==> config.mk <==
export PLATFORM = sky130hd
export DESIGN_NAME = booth4_seq_mult
export DESIGN_NICKNAME = d
export VERILOG_FILES = /design/src/rtl/booth_pkg.sv /design/src/rtl/booth4_digit_sel.sv /design/src/rtl/booth4_seq_mult.sv
export SDC_FILE = /design/constraint.sdc
export NUM_CORES = 1
export LEC_CHECK = 0
export CELL_PAD_IN_SITES_DETAIL_PLACEMENT = 0
export CELL_PAD_IN_SITES_GLOBAL_PLACEMENT = 2
export CORE_MARGIN = 3
export CORE_UTILIZATION = 37
export DETAILED_ROUTE_END_ITERATION = 12
export DONT_BUFFER_PORTS = 1
export GPL_TIMING_DRIVEN = 0
export PLACE_DENSITY = 0.85
export SYNTH_ARGS = -nofsm -noshare
export SYNTH_HDL_FRONTEND = slang
export SYNTH_SLANG_ARGS = --single-unit
==> constraint.sdc <==
create_clock -name clk -period 4.2 [get_ports clk]
set_clock_uncertainty 0.05 [all_clocks]
set_input_delay 0.84 -clock clk [delete_from_list [all_inputs] [get_ports clk]]
set_output_delay 0.84 -clock clk [all_outputs]
set_load 0.01 [all_outputs]
==> src/rtl/booth_pkg.sv <==
// Shared types and helpers for the radix-4 Booth sequential multiplier.
package booth_pkg;

    typedef enum logic [1:0] {
        IDLE = 2'd0,
        BUSY = 2'd1,
        DONE = 2'd2
    } state_t;

    // Bit positions of the digit select fields returned by decode_digit.
    localparam int unsigned NEG = 2;
    localparam int unsigned ONE = 1;
    localparam int unsigned TWO = 0;

    function automatic int unsigned iter_count(input int unsigned width);
        return width / 2 + 1;
    endfunction

    function automatic logic [2:0] decode_digit(input logic [2:0] window);
        logic [2:0] sel;
        sel = '0;
        case (window)
            3'b001, 3'b010: sel[ONE] = 1'b1;
            3'b011:         sel[TWO] = 1'b1;
            3'b100:         begin sel[NEG] = 1'b1; sel[TWO] = 1'b1; end
            3'b101, 3'b110: begin sel[NEG] = 1'b1; sel[ONE] = 1'b1; end
            default:        sel = '0;
        endcase
        return sel;
    endfunction

endpackage

==> src/rtl/booth4_digit_sel.sv <==
// Combinational Booth digit selector: maps a 3-bit recode window to the
// chosen multiple of the multiplicand, inverted with carry-in when negative.
module booth4_digit_sel
    import booth_pkg::*;
#(
    parameter int unsigned AW = 10
) (
    input  logic [2:0]    window,
    input  logic [AW-1:0] mcand,
    output logic [AW-1:0] multiple,
    output logic          cin
);

    logic [2:0]    sel;
    logic [AW-1:0] mag;

    always_comb begin
        sel = decode_digit(window);
        mag = '0;
        if (sel[ONE]) begin
            mag = mcand;
        end else if (sel[TWO]) begin
            mag = {mcand[AW-2:0], 1'b0};
        end
        multiple = sel[NEG] ? ~mag : mag;
        cin      = sel[NEG];
    end

endmodule

==> src/rtl/booth4_seq_mult.sv <==
// Iterative radix-4 Booth multiplier, one digit per clock, valid/ready handshakes.
// Define BOOTH_SIGNED_EN to add the tc port for per-operation two's-complement mode.
module booth4_seq_mult
    import booth_pkg::*;
#(
    parameter int unsigned WIDTH = 8
) (
    input  logic               clk,
    input  logic               reset,
    input  logic               in_valid,
    output logic               in_ready,
    input  logic [WIDTH-1:0]   a,
    input  logic [WIDTH-1:0]   b,
`ifdef BOOTH_SIGNED_EN
    input  logic               tc,
`endif
    output logic               out_valid,
    input  logic               out_ready,
    output logic [2*WIDTH-1:0] z
);

    localparam int unsigned ITER = iter_count(WIDTH);
    localparam int unsigned AW   = WIDTH + 2;
    localparam int unsigned MW   = WIDTH + 3;
    localparam int unsigned PW   = 2 * WIDTH + 4;
    localparam int unsigned CW   = $clog2(ITER + 1);

    state_t          state;
    logic [AW-1:0]   mcand;
    logic [MW-1:0]   mplier;
    logic [PW-1:0]   acc;
    logic [CW-1:0]   cnt;

    logic            a_ext;
    logic            b_ext;
    logic [AW-1:0]   multiple;
    logic            cin;
    logic [AW-1:0]   sum;
    logic [PW-1:0]   acc_next;

`ifdef BOOTH_SIGNED_EN
    assign a_ext = tc & a[WIDTH-1];
    assign b_ext = tc & b[WIDTH-1];
`else
    assign a_ext = 1'b0;
    assign b_ext = 1'b0;
`endif

    booth4_digit_sel #(.AW(AW)) u_digit_sel (
        .window   (mplier[2:0]),
        .mcand    (mcand),
        .multiple (multiple),
        .cin      (cin)
    );

    // Upper partial sum always fits in AW signed bits, so the shift can take its sign bit.
    always_comb begin
        sum      = acc[PW-1 -: AW] + multiple + AW'(cin);
        acc_next = {sum[AW-1], sum[AW-1], sum, acc[AW-1:2]};
    end

    always_ff @(posedge clk) begin
        if (reset) begin
            state  <= IDLE;
            mcand  <= '0;
            mplier <= '0;
            acc    <= '0;
            cnt    <= '0;
            z      <= '0;
        end else begin
            case (state)
                IDLE: begin
                    if (in_valid) begin
                        mcand  <= {a_ext, a_ext, a};
                        mplier <= {b_ext, b_ext, b, 1'b0};
                        acc    <= '0;
                        cnt    <= '0;
                        state  <= BUSY;
                    end
                end
                BUSY: begin
                    acc    <= acc_next;
                    mplier <= {mplier[MW-1], mplier[MW-1], mplier[MW-1:2]};
                    cnt    <= cnt + 1'b1;
                    if (cnt == CW'(ITER - 1)) begin
                        z     <= acc_next[2*WIDTH-1:0];
                        state <= DONE;
                    end
                end
                DONE: begin
                    if (out_ready) begin
                        state <= IDLE;
                    end
                end
                default: state <= IDLE;
            endcase
        end
    end

    assign in_ready  = (state == IDLE);
    assign out_valid = (state == DONE);

endmodule
# Word-level counts from Yosys, hierarchy flattened
# Index checks and enable logic that the tools add are counted.
# word_totals
regBits	60
input_bits	20
output_inout_bits	18
elab_cells	50
# op_classes
n_addsub	3
eq_ne	12
mux	16
bitwise_logic	2
n_reduce_logical	10
# op_table
operator	n
$pmux W20 S2	1
$pmux W11 S2	1
$mux W10	2
$mux W20	1
$eq A3 B3 Y1 const B	4
$mux W11	1
$add A10 B1 Y10	1
$add A10 B10 Y10	1
$not A10 Y10	1
$mux W9	1
$eq A3 B2 Y1 const B	2
$mux W2	3
$pmux W2 S3	1
$pmux W3 S2	1
$reduce_and A2 Y1	3
$reduce_and A3 Y1	2
$ne A2 B2 Y1 const B	2
$reduce_or A4 Y1	1
$add A3 B1 Y3 const B	1
$eq A3 B1 Y1 const B	1
$mux W1	3
$mux W3	1
$reduce_or A3 Y1	1
$eq A2 B1 Y1 const B	1
other kinds (6)	6

# Logic depth before layout (Yosys ltp)
# logic_depth
word_depth	10
mapped_depth	14
ltp_nobuf	14

# By module
# A second synthesis with hierarchy kept.
# hier_totals
hier_cells	328
hier_area_um2	2732.6
# modules_own_cells
module	n_inst	cells_each	area_each_um2	seq_area_each_um2
booth4_seq_mult	1	290	2423.6	1081.0
booth4_digit_sel	1	38	309.0	0.0

# Least setup slack after synthesis
# No wires, ideal clock.
# synth_path
kind	flip-flop to flip-flop
from	register mplier[0]
to	register acc[18]
setup_ps	121
t_arrival_ps	3015
required_time_ps	4029
slack_ps	1014
path_stages_with_launch	15
n_path_buf	2
period_less_slack_ps	3186
cell_sequence	dfxtp_1 inv_1 ha_1 buf_2 nor2_1 a22oi_1 xnor2_1 ha_1 buf_2 a21o_1 a221oi_4 o21ai_2 and3_4 o21ai_2 mux2_4
# synth_between
elab_chain_cells	10
elab_cells_between_ends	19
classes_between	2 x add/sub; 6 x eq/ne; 7 x mux; 1 x bitwise; 3 x reduce/logical
# synth_lines
element	line_no	text
start: declaration	booth4_seq_mult.sv:30	logic [MW-1:0] mplier;
start signal: assignment	booth4_seq_mult.sv:75	mplier <= {b_ext, b_ext, b, 1'b0};
start signal: assignment	booth4_seq_mult.sv:83	mplier <= {mplier[MW-1], mplier[MW-1], mplier[MW-1:2]};
$eq A3 B2 Y1 / $eq A3 B3 Y1 (equally long branches)	booth_pkg.sv:22	case (window)
$reduce_or A2 Y1 (no source line)	n/a	
$mux W1	booth_pkg.sv:22	
$mux W9	booth4_digit_sel.sv:22	end else if (sel[TWO]) begin
$mux W10	booth4_digit_sel.sv:20	if (sel[ONE]) begin
$not A10 Y10	booth4_digit_sel.sv:25	multiple = sel[NEG] ? ~mag : mag;
$mux W10	booth4_digit_sel.sv:25	
$add A10 B10 Y10	booth4_seq_mult.sv:58	sum = acc[PW-1 -: AW] + multiple + AW'(cin);
$add A10 B1 Y10 *	booth4_seq_mult.sv:58	
$pmux W20 S2 *	booth4_seq_mult.sv:71	case (state)
end signal: assignment	booth4_seq_mult.sv:82	acc <= acc_next;
end: declaration	booth4_seq_mult.sv:31	logic [PW-1:0] acc;
# Mark *: on every way between the ends. The rest lies on a longest branch, timed or not.
# A chain may end at the register's enable or synchronous reset.

# Worst setup path after layout
# Same ends and word-level chain as after synthesis.

==> results_dict.tcl <==
set metrics [dict create \
    io_pins 38 \
    gr-total-overflow 0 \
    grt_max_degree 18 \
    vias 2248 \
    grt_pass1_wl_um 10900 \
    initial_utilization_pct 38.9 \
    cts_resized 0 \
    status "complete, no violations" \
    die_h_um 91.5 \
    cp.required_ps 4350 \
    path_cells "inv_1, ha_1, buf_2, nor2_1, a22oi_1, xnor2_1, ha_1, buf_2, a21o_1, a221oi_4, o21ai_2, and3_4, o21ai_2, mux2_4" \
    final_common_cell "nand2_1" \
    holdBufCountCts 0 \
    die_w_um 91.5 \
    ys_warn_count 0 \
    fin_ws_ps 641 \
    period_share_pct 84.7 \
    drcViolationCount 0 \
    critPathMaxFanout 10 \
    rows 30 \
    dpl.hpwl_um 4950 \
    setup_viol 0 \
    cpPeakStageDelay_ps 400 \
    power_leakage_nw 1.05 \
    io_buffers 0 \
    drive_gt1_share_pct 6.14 \
    cp-startpoint "mplier[0]" \
    slowest_stage "dfxtp_1" \
    maxSlewViolCount 0 \
    postCtsSetupBuffers 0 \
    arrival_ps 3710 \
    slew_headroom_pct 57.0 \
    ant_nets 0 \
    timing.rr.end "acc[18]" \
    ff2ff_setup_slack_ps 640 \
    tightest_slew_ps 645 \
    finalHoldViolations 0 \
    synth_nets 369 \
    cp.buffers_inverters 3 \
    drt_iter0_drc 127 \
    syn_area_um2 2700 \
    clkSlewWorstSetupHoldPaths_ps 100 \
    pre_cts_slack_ps 652 \
    ctsLongestPathBuffers 2 \
    maxCapViolCount 0 \
    core_um2 6940 \
    place.gp.congestion 0.806 \
    cp.depth 14 \
    numCtsBuffers 5 \
    grt_pass1_vias 2142 \
    layout.nets 376 \
    drtPass1Iterations 5 \
    cts_tree "built" \
    die_area_um2 8370 \
    rsz0062_at_grt "no" \
    reg2reg_from "mplier[0]" \
    antenna_found_initial 0 \
    cts.sinks 54 \
    yosysSeqAreaShare_pct 40.0 \
    max_freq_ghz 0.281 \
    critPathTopFamily "compound AO/OA/AOI/OAI gates" \
    fin_tns_setup_ps 0 \
    worst_setup_path_end_kind "flop" \
    fillers 760 \
    ys_async_sr_fraction_pct 0 \
    routedWlPerCell_um 15.2 \
    p_per_area_nw_per_um2 353 \
    min_path_type "reg -> reg" \
    synth_edf_count 0 \
    syn-instance-count 334 \
    gr-usage-all-layers_pct 16.3 \
    post-route-min-period_ps 3560 \
    cp-start-kind "flop" \
    cp-endpoint "acc[18]" \
    drt-vias-per-instance 5.13 \
    crit_type "reg -> reg" \
    ys_ff_latch 54 \
    peakVddDrop_mv 0.188 \
    diodes 0 \
    layout_common_cells "nand2_1 (76), dfxtp_1 (54), a21oi_1 (41)" \
    cts-htree-levels 2 \
    synth_cell_types 44 \
    postRouteWirelength_um 6680 \
    syn2layout_area_growth_pct 7.78 \
    worstSkewPairLatency_ps 310 \
    avgSynthCellArea_um2 8.09 \
    ff2ff_path_depth 14 \
    cts_root_buffer "clkbuf_8" \
    synth_top_flop_cell "dfxtp_1" \
]
## metal layers
layer | track usage (%) | vias to the layer above | share of wire [%]
li1 | - | 1163 | -
met1 | 23.2 | 1039 | 51
met3 | 3.31 | 5 | 3.9
met2 | 25.4 | 41 | 45
met4 | 2.89 | 0 | 0.54
met5 | 0 | - | 0
## sequential cells by signal (all words and copies together), names as in the netlist
register,count
cnt,3
acc,16
mplier,9
state,2
mcand,8
z,16
## worst min-delay path by stage
stage	startpoint	to	slack [ps]	cells past startpoint
after floorplan	acc[2]	z[0]	380	2
after global placement	acc[3]	z[1]	390	2
after detailed placement	acc[2]	z[0]	400	2
after CTS	acc[2]	z[0]	410	2
after global routing	acc[2]	z[0]	440	2
final	acc[2]	z[0]	410	2
## cell type report
class / count / area, µm² / area share, %
multi-input cells: 252 / 1500 / 51.6
plain buffers: 22 / 96.3 / 3.31
inverters: 6 / 22.5 / 0.773
flip-flops and latches: 54 / 1080 / 37.1
clock inverters: 3 / 21.3 / 0.730
well taps: 96 / 120 / 4.12
clock buffers: 5 / 68.8 / 2.36
## cells in the mapped netlist, drive strengths merged (3+ instances only)
library cell	count	share of area, %
a21o	3	0.83
dfxtp	54	40
clkbuf	18	2.5
a311oi	6	1.9
xor2	5	1.6
a21oi	42	7.9
a22o	3	0.97
nor2	23	3.2
ha	14	6.5
a31oi	4	0.93
buf	4	1.1
nor2b	4	0.93
xnor2	11	3.6
nand3	17	3.1
inv	6	0.83
nand2	76	11
o21ai	7	1.6
and3	3	0.88
a22oi	6	1.7
a211oi	3	1.3
## stage by stage
| stage | area, µm² | instances | hold WS, ps | total power, mW | util [%] |
|---|---|---|---|---|---|
| global placement | 2820 | 430 | 392 | 0.745 | 40.6 |
| floorplan | 2700 | 334 | 382 | 0.697 | - |
| detailed placement | 2820 | 430 | 399 | 0.746 | 40.6 |
| finish | 2910 | 438 | 406 | 1.03 | 41.9 |
| global route | 2910 | 438 | 436 | 1.09 | 41.9 |
| CTS | 2910 | 438 | 414 | 1.04 | 41.9 |
## worst min-delay path: stages (launching register included)
cell	delay, ps
dfxtp_1	320
nand2_1	50
a21oi_1	50
## where the power goes
part / internal [mW] / switching (mW)
logic: 0.0673 / 0.121
registers: 0.531 / 0.0141
clock network: 0.118 / 0.177
total: 0.716 / 0.312
## cell families (layout without fill, tap and decap cells)
logic type      after synthesis  count (layout)  share of synthesized area [%]
compound gates               85              85                           20.9
xor+xnor                     16              16                           5.19
fa+ha+maj                    15              15                           7.22
buf+inv                      28              36                           4.40
flops                        54              54                           40.0
mux                           2               2                          0.926
simple gates                134             134                           21.4
(Power assumes the default switching activity.)
